===== src/rtl/smp_multi_core_if.sv =====
// -----------------------------------------------------------------------------
// smp_multi_core_if
//   Response stream from the challenge sequencer to its consumer.
//   A transfer happens on every clock edge where valid and ready are both high.
//
//   resp      NCH  per-channel response bits, meaningful while valid
//   unstable  NCH  per-channel disagreement flag across repeats
//   valid     1    response available
//   ready     1    consumer accepts the response
//
//   master : the producer (sequencer) drives resp/unstable/valid
//   slave  : the consumer drives ready
// -----------------------------------------------------------------------------
interface smp_multi_core_if #(
  parameter int NCH = 2
);
  logic [NCH-1:0] resp;
  logic [NCH-1:0] unstable;
  logic           valid;
  logic           ready;

  modport master (
    output resp,
    output unstable,
    output valid,
    input  ready
  );

  modport slave (
    input  resp,
    input  unstable,
    input  valid,
    output ready
  );
endinterface


===== src/rtl/smp_multi_core.sv =====
// -----------------------------------------------------------------------------
// smp_multi_core
//   Challenge sequencer for multi-channel arbiter-PUF sampling. A run loads the
//   key into a W-bit LFSR, XORs in the seed and mixes for INIT_CYC steps, then
//   for each challenge flushes FLUSH_CYC more steps, arms the NCH external PUF
//   channels a number of times and emits either a per-channel majority vote
//   with an instability flag, or every raw evaluation.
//
//   clk        clock
//   rst_n      asynchronous active-low reset
//   i_go       start request (level, sampled in IDLE; must drop to leave DONE)
//   i_key      LFSR load value
//   i_seed     value XORed into the LFSR before mixing
//   i_nchl     challenges per run
//   i_nrpt     evaluations per challenge (0 behaves as 1)
//   i_mode     0 = majority vote, 1 = raw (one response per evaluation)
//   o_chl      current challenge (the LFSR state)
//   o_puf_arm  arm strobe to the PUF channels
//   i_puf_q    PUF channel outputs, sampled on the last arm cycle
//   rsp        response stream (master side of smp_multi_core_if)
//   o_busy     high in every state except IDLE
//   o_done     run complete; held until i_go drops
// -----------------------------------------------------------------------------
module smp_multi_core #(
  parameter int           W         = 56,
  parameter logic [W-1:0] POLY      = 56'hC0000600000000,
  parameter int           NCH       = 2,
  parameter int           INIT_CYC  = 112,
  parameter int           FLUSH_CYC = W,
  parameter int           SETTLE    = 8,
  parameter int           RPT_W     = 4,
  parameter int           CNT_W     = 8
) (
  input  logic             clk,
  input  logic             rst_n,
  input  logic             i_go,
  input  logic [W-1:0]     i_key,
  input  logic [W-1:0]     i_seed,
  input  logic [CNT_W-1:0] i_nchl,
  input  logic [RPT_W-1:0] i_nrpt,
  input  logic             i_mode,
  output logic [W-1:0]     o_chl,
  output logic             o_puf_arm,
  input  logic [NCH-1:0]   i_puf_q,
  smp_multi_core_if.master rsp,
  output logic             o_busy,
  output logic             o_done
);

  // One shared phase counter covers MIX, FLUSH, ARM and DISARM.
  localparam int CYC_MAX = (INIT_CYC > FLUSH_CYC)
                         ? ((INIT_CYC  > SETTLE) ? INIT_CYC  : SETTLE)
                         : ((FLUSH_CYC > SETTLE) ? FLUSH_CYC : SETTLE);
  localparam int CYC_W   = $clog2(CYC_MAX + 1);

  localparam logic [CYC_W-1:0] MIX_LAST    = CYC_W'(INIT_CYC);
  localparam logic [CYC_W-1:0] FLUSH_LAST  = CYC_W'(FLUSH_CYC - 1);
  localparam logic [CYC_W-1:0] SETTLE_LAST = CYC_W'(SETTLE - 1);

  typedef enum logic [3:0] {
    S_IDLE,
    S_LOAD_KEY,
    S_MIX,
    S_FLUSH,
    S_ARM,
    S_DISARM,
    S_EMIT,
    S_NEXT,
    S_DONE
  } state_t;

  state_t           state;
  logic [W-1:0]     lfsr;
  logic [CYC_W-1:0] cyc;
  logic [RPT_W-1:0] rpt;
  logic [CNT_W-1:0] chl_cnt;
  logic [RPT_W:0]   ones [NCH];

  logic [RPT_W-1:0] n_eff;
  logic [RPT_W-1:0] rpt_inc;
  logic [NCH-1:0]   maj_resp;
  logic [NCH-1:0]   maj_unst;

  function automatic logic [W-1:0] lfsr_step(input logic [W-1:0] s);
    return {s[W-2:0], ^(s & POLY)};
  endfunction

  assign n_eff   = (i_nrpt == '0) ? RPT_W'(1) : i_nrpt;
  assign rpt_inc = rpt + RPT_W'(1);
  assign o_chl   = lfsr;

  // Majority vote: strictly more than half the evaluations must be 1, so a
  // tie resolves to 0. A channel is unstable unless it was unanimous.
  always_comb begin
    // NOTE: every always_comb output gets a default first so no path can
    // leave it unassigned and infer a latch.
    maj_resp = '0;
    maj_unst = '0;
    for (int c = 0; c < NCH; c++) begin
      maj_resp[c] = ({ones[c], 1'b0} > {2'b00, n_eff});
      maj_unst[c] = (ones[c] != '0) && (ones[c] != {1'b0, n_eff});
    end
  end

  always_ff @(posedge clk or negedge rst_n) begin
    if (!rst_n) begin
      // NOTE: ones[] is a few small counters, not a RAM, so it is cleared by
      // reset along with every other register.
      state        <= S_IDLE;
      lfsr         <= '0;
      cyc          <= '0;
      rpt          <= '0;
      chl_cnt      <= '0;
      for (int c = 0; c < NCH; c++) ones[c] <= '0;
      o_puf_arm    <= 1'b0;
      rsp.resp     <= '0;
      rsp.unstable <= '0;
      rsp.valid    <= 1'b0;
      o_busy       <= 1'b0;
      o_done       <= 1'b0;
    end else begin
      // NOTE: state is updated with non-blocking assignments so every
      // register samples the pre-edge values of all others.
      case (state)
        S_IDLE: begin
          if (i_go) begin
            chl_cnt <= '0;
            o_busy  <= 1'b1;
            state   <= S_LOAD_KEY;
          end
        end

        S_LOAD_KEY: begin
          lfsr  <= i_key;
          cyc   <= '0;
          state <= S_MIX;
        end

        S_MIX: begin
          if (cyc == '0) lfsr <= lfsr ^ i_seed;
          else           lfsr <= lfsr_step(lfsr);
          if (cyc == MIX_LAST) begin
            cyc <= '0;
            if (i_nchl == '0) begin
              o_done <= 1'b1;
              state  <= S_DONE;
            end else begin
              state  <= S_FLUSH;
            end
          end else begin
            cyc <= cyc + CYC_W'(1);
          end
        end

        S_FLUSH: begin
          lfsr <= lfsr_step(lfsr);
          rpt  <= '0;
          for (int c = 0; c < NCH; c++) ones[c] <= '0;
          if (cyc == FLUSH_LAST) begin
            cyc       <= '0;
            o_puf_arm <= 1'b1;
            state     <= S_ARM;
          end else begin
            cyc <= cyc + CYC_W'(1);
          end
        end

        S_ARM: begin
          if (cyc == SETTLE_LAST) begin
            cyc       <= '0;
            o_puf_arm <= 1'b0;
            state     <= S_DISARM;
            if (i_mode) begin
              // Raw responses go straight to the output; valid is still low.
              rsp.resp <= i_puf_q;
            end else begin
              for (int c = 0; c < NCH; c++)
                ones[c] <= ones[c] + {{RPT_W{1'b0}}, i_puf_q[c]};
            end
          end else begin
            cyc <= cyc + CYC_W'(1);
          end
        end

        S_DISARM: begin
          if (cyc == SETTLE_LAST) begin
            cyc <= '0;
            rpt <= rpt_inc;
            if (i_mode) begin
              rsp.unstable <= '0;
              rsp.valid    <= 1'b1;
              state        <= S_EMIT;
            end else if (rpt_inc == n_eff) begin
              rsp.resp     <= maj_resp;
              rsp.unstable <= maj_unst;
              rsp.valid    <= 1'b1;
              state        <= S_EMIT;
            end else begin
              o_puf_arm <= 1'b1;
              state     <= S_ARM;
            end
          end else begin
            cyc <= cyc + CYC_W'(1);
          end
        end

        S_EMIT: begin
          if (rsp.ready) begin
            rsp.valid <= 1'b0;
            if (i_mode && (rpt != n_eff)) begin
              // Raw mode re-evaluates the same challenge without flushing.
              o_puf_arm <= 1'b1;
              state     <= S_ARM;
            end else begin
              chl_cnt <= chl_cnt + CNT_W'(1);
              state   <= S_NEXT;
            end
          end
        end

        S_NEXT: begin
          if (chl_cnt == i_nchl) begin
            o_done <= 1'b1;
            state  <= S_DONE;
          end else begin
            state  <= S_FLUSH;
          end
        end

        S_DONE: begin
          if (!i_go) begin
            o_done <= 1'b0;
            o_busy <= 1'b0;
            state  <= S_IDLE;
          end
        end

        default: state <= S_IDLE;
      endcase
    end
  end

endmodule


===== src/flat_wrapper.sv =====
// flat-port wrapper written by rule: the top's interface ports become plain ports
module smp_multi_core_flat 
#(
  parameter int           W         = 56,
  parameter logic [W-1:0] POLY      = 56'hC0000600000000,
  parameter int           NCH       = 2,
  parameter int           INIT_CYC  = 112,
  parameter int           FLUSH_CYC = W,
  parameter int           SETTLE    = 8,
  parameter int           RPT_W     = 4,
  parameter int           CNT_W     = 8
)
  (clk, rst_n, i_go, i_key, i_seed, i_nchl, i_nrpt, i_mode, o_chl, o_puf_arm, i_puf_q, o_busy, o_done, rsp_resp, rsp_unstable, rsp_valid, rsp_ready);
  smp_multi_core_if #(.NCH(NCH)) rsp_i ();
  input  logic clk;
  input  logic rst_n;
  input  logic i_go;
  input  logic [W-1:0] i_key;
  input  logic [W-1:0] i_seed;
  input  logic [CNT_W-1:0] i_nchl;
  input  logic [RPT_W-1:0] i_nrpt;
  input  logic i_mode;
  output logic [W-1:0] o_chl;
  output logic o_puf_arm;
  input  logic [NCH-1:0] i_puf_q;
  output logic o_busy;
  output logic o_done;
  output wire logic [$bits(rsp_i.resp)-1:0] rsp_resp;
  output wire logic [$bits(rsp_i.unstable)-1:0] rsp_unstable;
  output wire logic [$bits(rsp_i.valid)-1:0] rsp_valid;
  input wire logic [$bits(rsp_i.ready)-1:0] rsp_ready;
  assign rsp_resp = rsp_i.resp;
  assign rsp_unstable = rsp_i.unstable;
  assign rsp_valid = rsp_i.valid;
  assign rsp_i.ready = rsp_ready;
  smp_multi_core #(.W(W), .POLY(POLY), .NCH(NCH), .INIT_CYC(INIT_CYC), .FLUSH_CYC(FLUSH_CYC), .SETTLE(SETTLE), .RPT_W(RPT_W), .CNT_W(CNT_W)) u_core (.clk(clk), .rst_n(rst_n), .i_go(i_go), .i_key(i_key), .i_seed(i_seed), .i_nchl(i_nchl), .i_nrpt(i_nrpt), .i_mode(i_mode), .o_chl(o_chl), .o_puf_arm(o_puf_arm), .i_puf_q(i_puf_q), .rsp(rsp_i), .o_busy(o_busy), .o_done(o_done));
endmodule

===== config.mk =====
export PLATFORM = sky130hd
export DESIGN_NAME = smp_multi_core_flat
export DESIGN_NICKNAME = d
export VERILOG_FILES = /design/src/rtl/smp_multi_core_if.sv /design/src/rtl/smp_multi_core.sv /design/src/flat_wrapper.sv
export SDC_FILE = /design/constraint.sdc
export NUM_CORES = 1
export LEC_CHECK = 0
export ABC_AREA = 1
export BUFFER_PORTS_ARGS = -buffer_cell sky130_fd_sc_hd__buf_2
export CAP_MARGIN = 20
export CORE_ASPECT_RATIO = 1.25
export CORE_MARGIN = 2
export CORE_UTILIZATION = 53
export DETAILED_ROUTE_END_ITERATION = 10
export PLACE_DENSITY = 0.91
export SLEW_MARGIN = 20
export SYNTH_ARGS = -nofsm -noshare
export SYNTH_HDL_FRONTEND = slang
export SYNTH_SLANG_ARGS = --single-unit

===== constraint.sdc =====
create_clock -name clk -period 2.1 [get_ports clk]
set_clock_uncertainty 0.2 [all_clocks]
set_input_delay 0.21 -clock clk [delete_from_list [all_inputs] [get_ports clk]]
set_output_delay 0.21 -clock clk [all_outputs]
set_load 0.1 [all_outputs]

Word level (Yosys, flattened, before mapping)
Index checks and enable logic that the tools add are counted.
{"block": "word_totals", "elab_cells": 143, "in_bits": 131, "ff_bits": 97}
{"block": "classes", "bitwise": 1, "mux": 57, "n_eq_ne": 33, "addsub": 5, "n_reduce_logical": 32, "n_lt_le_gt_ge": 2}
{"cell": "$pmux 56 s3", "n": 1}
{"cell": "$mux 56", "n": 1}
{"cell": "$reduce_xor 56->1", "n": 1}
{"cell": "$xor 56x56->56", "n": 1}
{"cell": "$mux 4", "n": 12}
{"cell": "$pmux 4 s9", "n": 1}
{"cell": "$pmux 7 s4", "n": 1}
{"cell": "$mux 8", "n": 3}
{"cell": "$mux 7", "n": 3}
{"cell": "$mux 10", "n": 2}
{"cell": "$pmux 10 s2", "n": 1}
{"cell": "$mux 2", "n": 9}
{"cell": "$eq 4x3->1 const B", "n": 4}
{"cell": "$mux 1", "n": 16}
{"cell": "$ne 2x1->1 const B", "n": 8}
{"cell": "$ne 2x2->1 const B", "n": 8}
{"cell": "$pmux 8 s2", "n": 1}
{"cell": "$reduce_bool 2->1", "n": 7}
{"cell": "$gt 6x4->1", "n": 2}
{"cell": "$add 5x1->5", "n": 2}
{"cell": "$ne 5x4->1", "n": 2}
{"cell": "$reduce_bool 5->1", "n": 2}
{"cell": "$reduce_and 3->1", "n": 3}
{"cell": "$add 8x1->8 const B", "n": 1}
{"cell": "30 further kinds", "n": 38}

Longest topological paths before layout
{"block": "depth", "word_depth": 7, "ltp_mapped": 14}

Worst setup path after synthesis
OpenSTA, ideal clock, no wires.
{"block": "synth_timing", "path_kind": "flip-flop to flip-flop", "from": "reg u_core.lfsr[33], in the netlist u_core.o_chl[33]", "to": "reg u_core.lfsr[0], in the netlist u_core.o_chl[0]", "path_stages_with_launch": 5, "t_arrival_ns": 1.594, "required_ns": 1.818, "period_less_slack_ns": 1.876, "slack_ns": 0.224, "path_buffers": 0, "path_cell_list": "dfrtp_1 > xnor2_1 > xnor2_1 > nand2_1 > a31oi_1"}
{"block": "synth_via", "elab_chain_cells": 3}
{"item": "start: declaration", "line_no": "smp_multi_core.sv:73", "text": "logic [W-1:0] lfsr;"}
{"item": "start signal: assignment", "line_no": "smp_multi_core.sv:134", "text": "lfsr <= i_key;"}
{"item": "start signal: assignment", "line_no": "smp_multi_core.sv:140", "text": "if (cyc == '0) lfsr <= lfsr ^ i_seed;"}
{"item": "start signal: assignment", "line_no": "smp_multi_core.sv:141", "text": "else lfsr <= lfsr_step(lfsr);"}
{"item": "$reduce_xor 56->1 (*)", "line_no": "smp_multi_core.sv:85", "text": "return {s[W-2:0], ^(s & POLY)};"}
{"item": "$mux 56", "line_no": "smp_multi_core.sv:140"}
{"item": "$pmux 56 s3 (*)", "line_no": "smp_multi_core.sv:124", "text": "case (state)"}
Mark *: on every way between the ends. The rest lies on a longest branch, timed or not.
A chain may end at the register's enable or synchronous reset.

Worst setup path after layout
{"block": "layout_timing", "from": "reg u_core.state[1]", "to": "reg u_core.lfsr[25], in the netlist u_core.o_chl[25]"}
{"block": "layout_via", "elab_chain_cells": 2, "elab_cells_between_ends": 5}
{"item": "start: declaration", "line_no": "smp_multi_core.sv:72", "text": "state_t state;"}
{"item": "start signal: assignment", "line_no": "smp_multi_core.sv:109", "text": "state <= S_IDLE;"}
{"item": "start signal: assignment", "line_no": "smp_multi_core.sv:129", "text": "state <= S_LOAD_KEY;"}
{"item": "start signal: assignment", "line_no": "smp_multi_core.sv:136", "text": "state <= S_MIX;"}
{"item": "$eq 4x2->1 or $eq 4x1->1 (tied branches)", "line_no": "smp_multi_core.sv:124"}
{"item": "$pmux 56 s3 or $reduce_bool 3->1 (tied branches)"}
Several ways; a longest one is shown, not always the timed one.

==> impl_metrics.csv <==
group,metric,value,unit
outcome,status,"finished clean",
detailed_routing,vias,7628,
yosys,synth_top_family_by_area,"compound AO/OA/AOI/OAI gates",
pwr,p_leak,3.97,nW
pwr,power_density,1840,nW/um^2
yosys,synth-seq-cells,97,
layout,drive_gt1_share,26.3,%
min_path,worstHoldPathCells,3,
detailed_routing,dr.pass1.iters,6,
global_routing,antenna_found_initial,1,
detailed_routing,drtIter0Drc,749,
yosys,synthCells,860,
global_routing,grt_pass1_vias,7229,
yosys,yosys.area.top_type,"dfrtp_1",
floorplan,die_w,105,um
yosys,ys_seq_area_share,36.2,%
sta,finalSetupViolCount,0,
yosys,synth.mux.area_fraction,0,%
cts,cts-htree-levels,3,
cts,cts_tree,"built",
min_path,hp-class,"in2reg",
floorplan,num_rows,45,
detailed_routing,vias_per_cell,6.08,
yosys,ys_warn_count,0,
min_path,hp-start,"i_key[52]",
pwr,peakVddDrop,1.64,mV
sta,fin_setup_tns,0,ns
critical_path,cp.arrival,2.06,ns
critical_path,critPathLaunchType,"flip-flop",
critical_path,crit_start,"u_core.state[1]",
critical_path,crit_fanout,55,
cts,clk_path_buf_depth,2,
sta,max-slew-margin-rel,55.9,%
global_routing,overflow,0,
layout,syn2layout_area_growth,28.8,%
critical_path,end_kind,"flip-flop",
cts,cts_made_buffers,9,
yosys,ys_types,40,
critical_path,critical_path_class,"reg2reg",
yosys,synth_xor_area_share,9.92,%
yosys,synth_adder_area_share,2.61,%
floorplan,dieArea,13600,um^2
cts,clk_pin_slew,0.07,ns
sta,period_share,95.4,%
yosys,synth_compound_area_share,25.1,%
sta,hold_violations,0,
sta,post-route-min-period,2.00,ns
sta,max_freq,499,MHz
cts,clock_latency,0.34,ns
detailed_routing,wl_per_cell,17.5,um
flow_run,timing.max_cap.violations,0,
yosys,synthTopCellsByArea,"dfrtp_1, a21oi_1, xnor2_1",
cts,cts.sink_count,97,
floorplan,die_h,130,um
yosys,synthesis.nets,1005,
yosys,synthSimpleGateAreaFrac,19.3,%
yosys,synth_area_per_cell,7.80,um^2
detailed_routing,drc,0,
pwr,power,15.9,mW
detailed_routing,routed_wl,21900,um
global_routing,grt_usage,31.6,%
floorplan,core_area,12300,um^2
placed_design,io_buffers,194,
critical_path,worstPathRequired,2.15,ns
yosys,synth_area,6710,um^2
cts,cts_root_buf,"clkbuf_16",
placed_design,dp_hpwl,13900,um
global_routing,grt_pass1_wl,34900,um
floorplan,start_util,54.7,%
yosys,synth_top_area_share,36.2,%
global_routing,grt_max_degree,59,
placed_design,place.gp.congestion,0.897,
layout,nets,1231,
detailed_routing,ant_nets,0,
sta,drv_slew,0,
critical_path,reg2reg_depth,5,
critical_path,r2r-start,"u_core.state[1]",
sta,worstMarginPinSlew,0.662,ns
floorplan,io_pins,195,
[power by group]
part	switching [mW]	internal, mW	leakage (nW)	total (mW)
clock network	0.713	0.828	0.138	1.54
registers	1.11	2.63	1.16	3.74
logic	8.10	2.55	2.67	10.7
total	9.92	6.01	3.97	15.9
[worst max-delay path, stage by stage, from the launching register on]
cell	delay, ns
dfrtp_1	0.49
nand2_1	0.13
inv_2	0.08
buf_4	0.52
a221oi_1	0.26
a21oi_1	0.20
[flip-flops by register name, indices dropped and copies added (netlist names)]
register             cells
u_core.rsp.unstable      2
u_core.cyc               7
u_core.ones             10
u_core.state             4
u_core.o_done            1
u_core.o_puf_arm         1
u_core.o_busy            1
u_core.rsp.resp          2
u_core.o_chl            56
u_core.rsp.valid         1
u_core.rpt               4
u_core.chl_cnt           8
[Yosys cell counts (all sizes together)]
master   count
a31oi        1
nand4        6
dfrtp       97
a31o         1
nand2      130
or2          3
and2         1
o211ai       1
nor3         8
nor2       102
buf         30
nand3       39
o221ai       2
ha          14
inv         55
o2111ai      1
clkbuf      16
o21ai       86
xor2         9
o31ai        2
a21oi      131
nand3b       1
a221oi      55
xnor2       67
o21bai       1
o21a         1
[cells in the final DEF, fill, tap and decap left out, types with 2 or more instances in the layout]
| cell type | count |
|---|---|
| a221oi_1 | 55 |
| buf_12 | 6 |
| buf_4 | 13 |
| nor2_4 | 4 |
| o221ai_1 | 2 |
| ha_1 | 14 |
| nor3_1 | 7 |
| dfrtp_2 | 2 |
| nand2_1 | 112 |
| a21oi_1 | 130 |
| dfrtp_1 | 95 |
| inv_4 | 2 |
| inv_1 | 40 |
| nand3_1 | 38 |
| nand4_1 | 6 |
| buf_2 | 193 |
| or2_2 | 2 |
| o21ai_0 | 37 |
| clkbuf_16 | 9 |
| xor2_1 | 9 |
| nand2_4 | 4 |
| inv_2 | 13 |
| nor2_1 | 95 |
| o21ai_1 | 40 |
| o21ai_2 | 9 |
| o31ai_2 | 2 |
| clkinv_4 | 2 |
| clkinv_2 | 3 |
| nand2_2 | 14 |
| xnor2_1 | 67 |
| nor2_2 | 2 |
| dlygate4sd3_1 | 49 |
[metal layers]
| layer | GRT usage [%] | share of wire [%] | wire [um] |
|---|---|---|---|
| met1 | 36.9 | 37 | 8070 |
| met2 | 55.0 | 48 | 10500 |
| met4 | 16.7 | 5.5 | 1210 |
| met3 | 6.99 | 9.7 | 2140 |
| met5 | 0 | 0 | 0 |
[metrics by stage]
| stage | setup WS [ns] | utilization [%] | hold slack, ns | cell area [um^2] | cells |
|---|---|---|---|---|---|
| after detailed placement | 0.0712 | 63.9 | -0.0154 | 7840 | 1189 |
| after global routing | -0.00174 | 70.4 | 0.0241 | 8640 | 1255 |
| final | 0.0971 | 70.4 | 0.0135 | 8640 | 1255 |
| after CTS | 0.0544 | 70.1 | 0.000524 | 8610 | 1253 |
| after floorplan | 0.224 | - | -0.286 | 6710 | 860 |
| after global placement | 0.162 | 63.9 | -0.0197 | 7840 | 1189 |
[what timing repair did]
action                                  in CTS  in global routing
buffers inserted                             0                  1
endpoints found under the hold margin       78                  0
hold buffers                                49                  0
endpoints found under the setup margin       0                 15
gates resized for setup                      0                 12
[kinds of logic after synthesis]
logic type | count (synthesis)
xor gates and xnor gates | 76
and+or+nand+nor | 290
buffers and inverters | 101
DFF | 97
AOI/OAI and AO/OA | 282
adders and majority gates | 14
[area by class of cell]
cell class / instances / area, um^2
multi-input cells: 662 / 3850
clock inverters: 5 / 32.5
fillers: 915 / 3630
diodes: 1 / 2.50
well taps: 164 / 205
repair buffers: 261 / 1670
flip-flops and latches: 97 / 2430
clock buffers: 10 / 239
inverters: 55 / 211
[final timing paths]
| check | slack [ns] | end |
|---|---|---|
| worst max-delay path | 0.1 | u_core.o_chl[25] |
| worst min-delay path | 0.01 | u_core.o_chl[52] |
| worst min register to register | 0.28 | u_core.o_done |
| max in group asynchronous | 0.90 | u_core.o_chl[13] |
| min in group asynchronous | 0.17 | u_core.chl_cnt[7] |
| worst max register to register | 0.1 | u_core.o_chl[25] |
(Power assumes the default switching activity.)
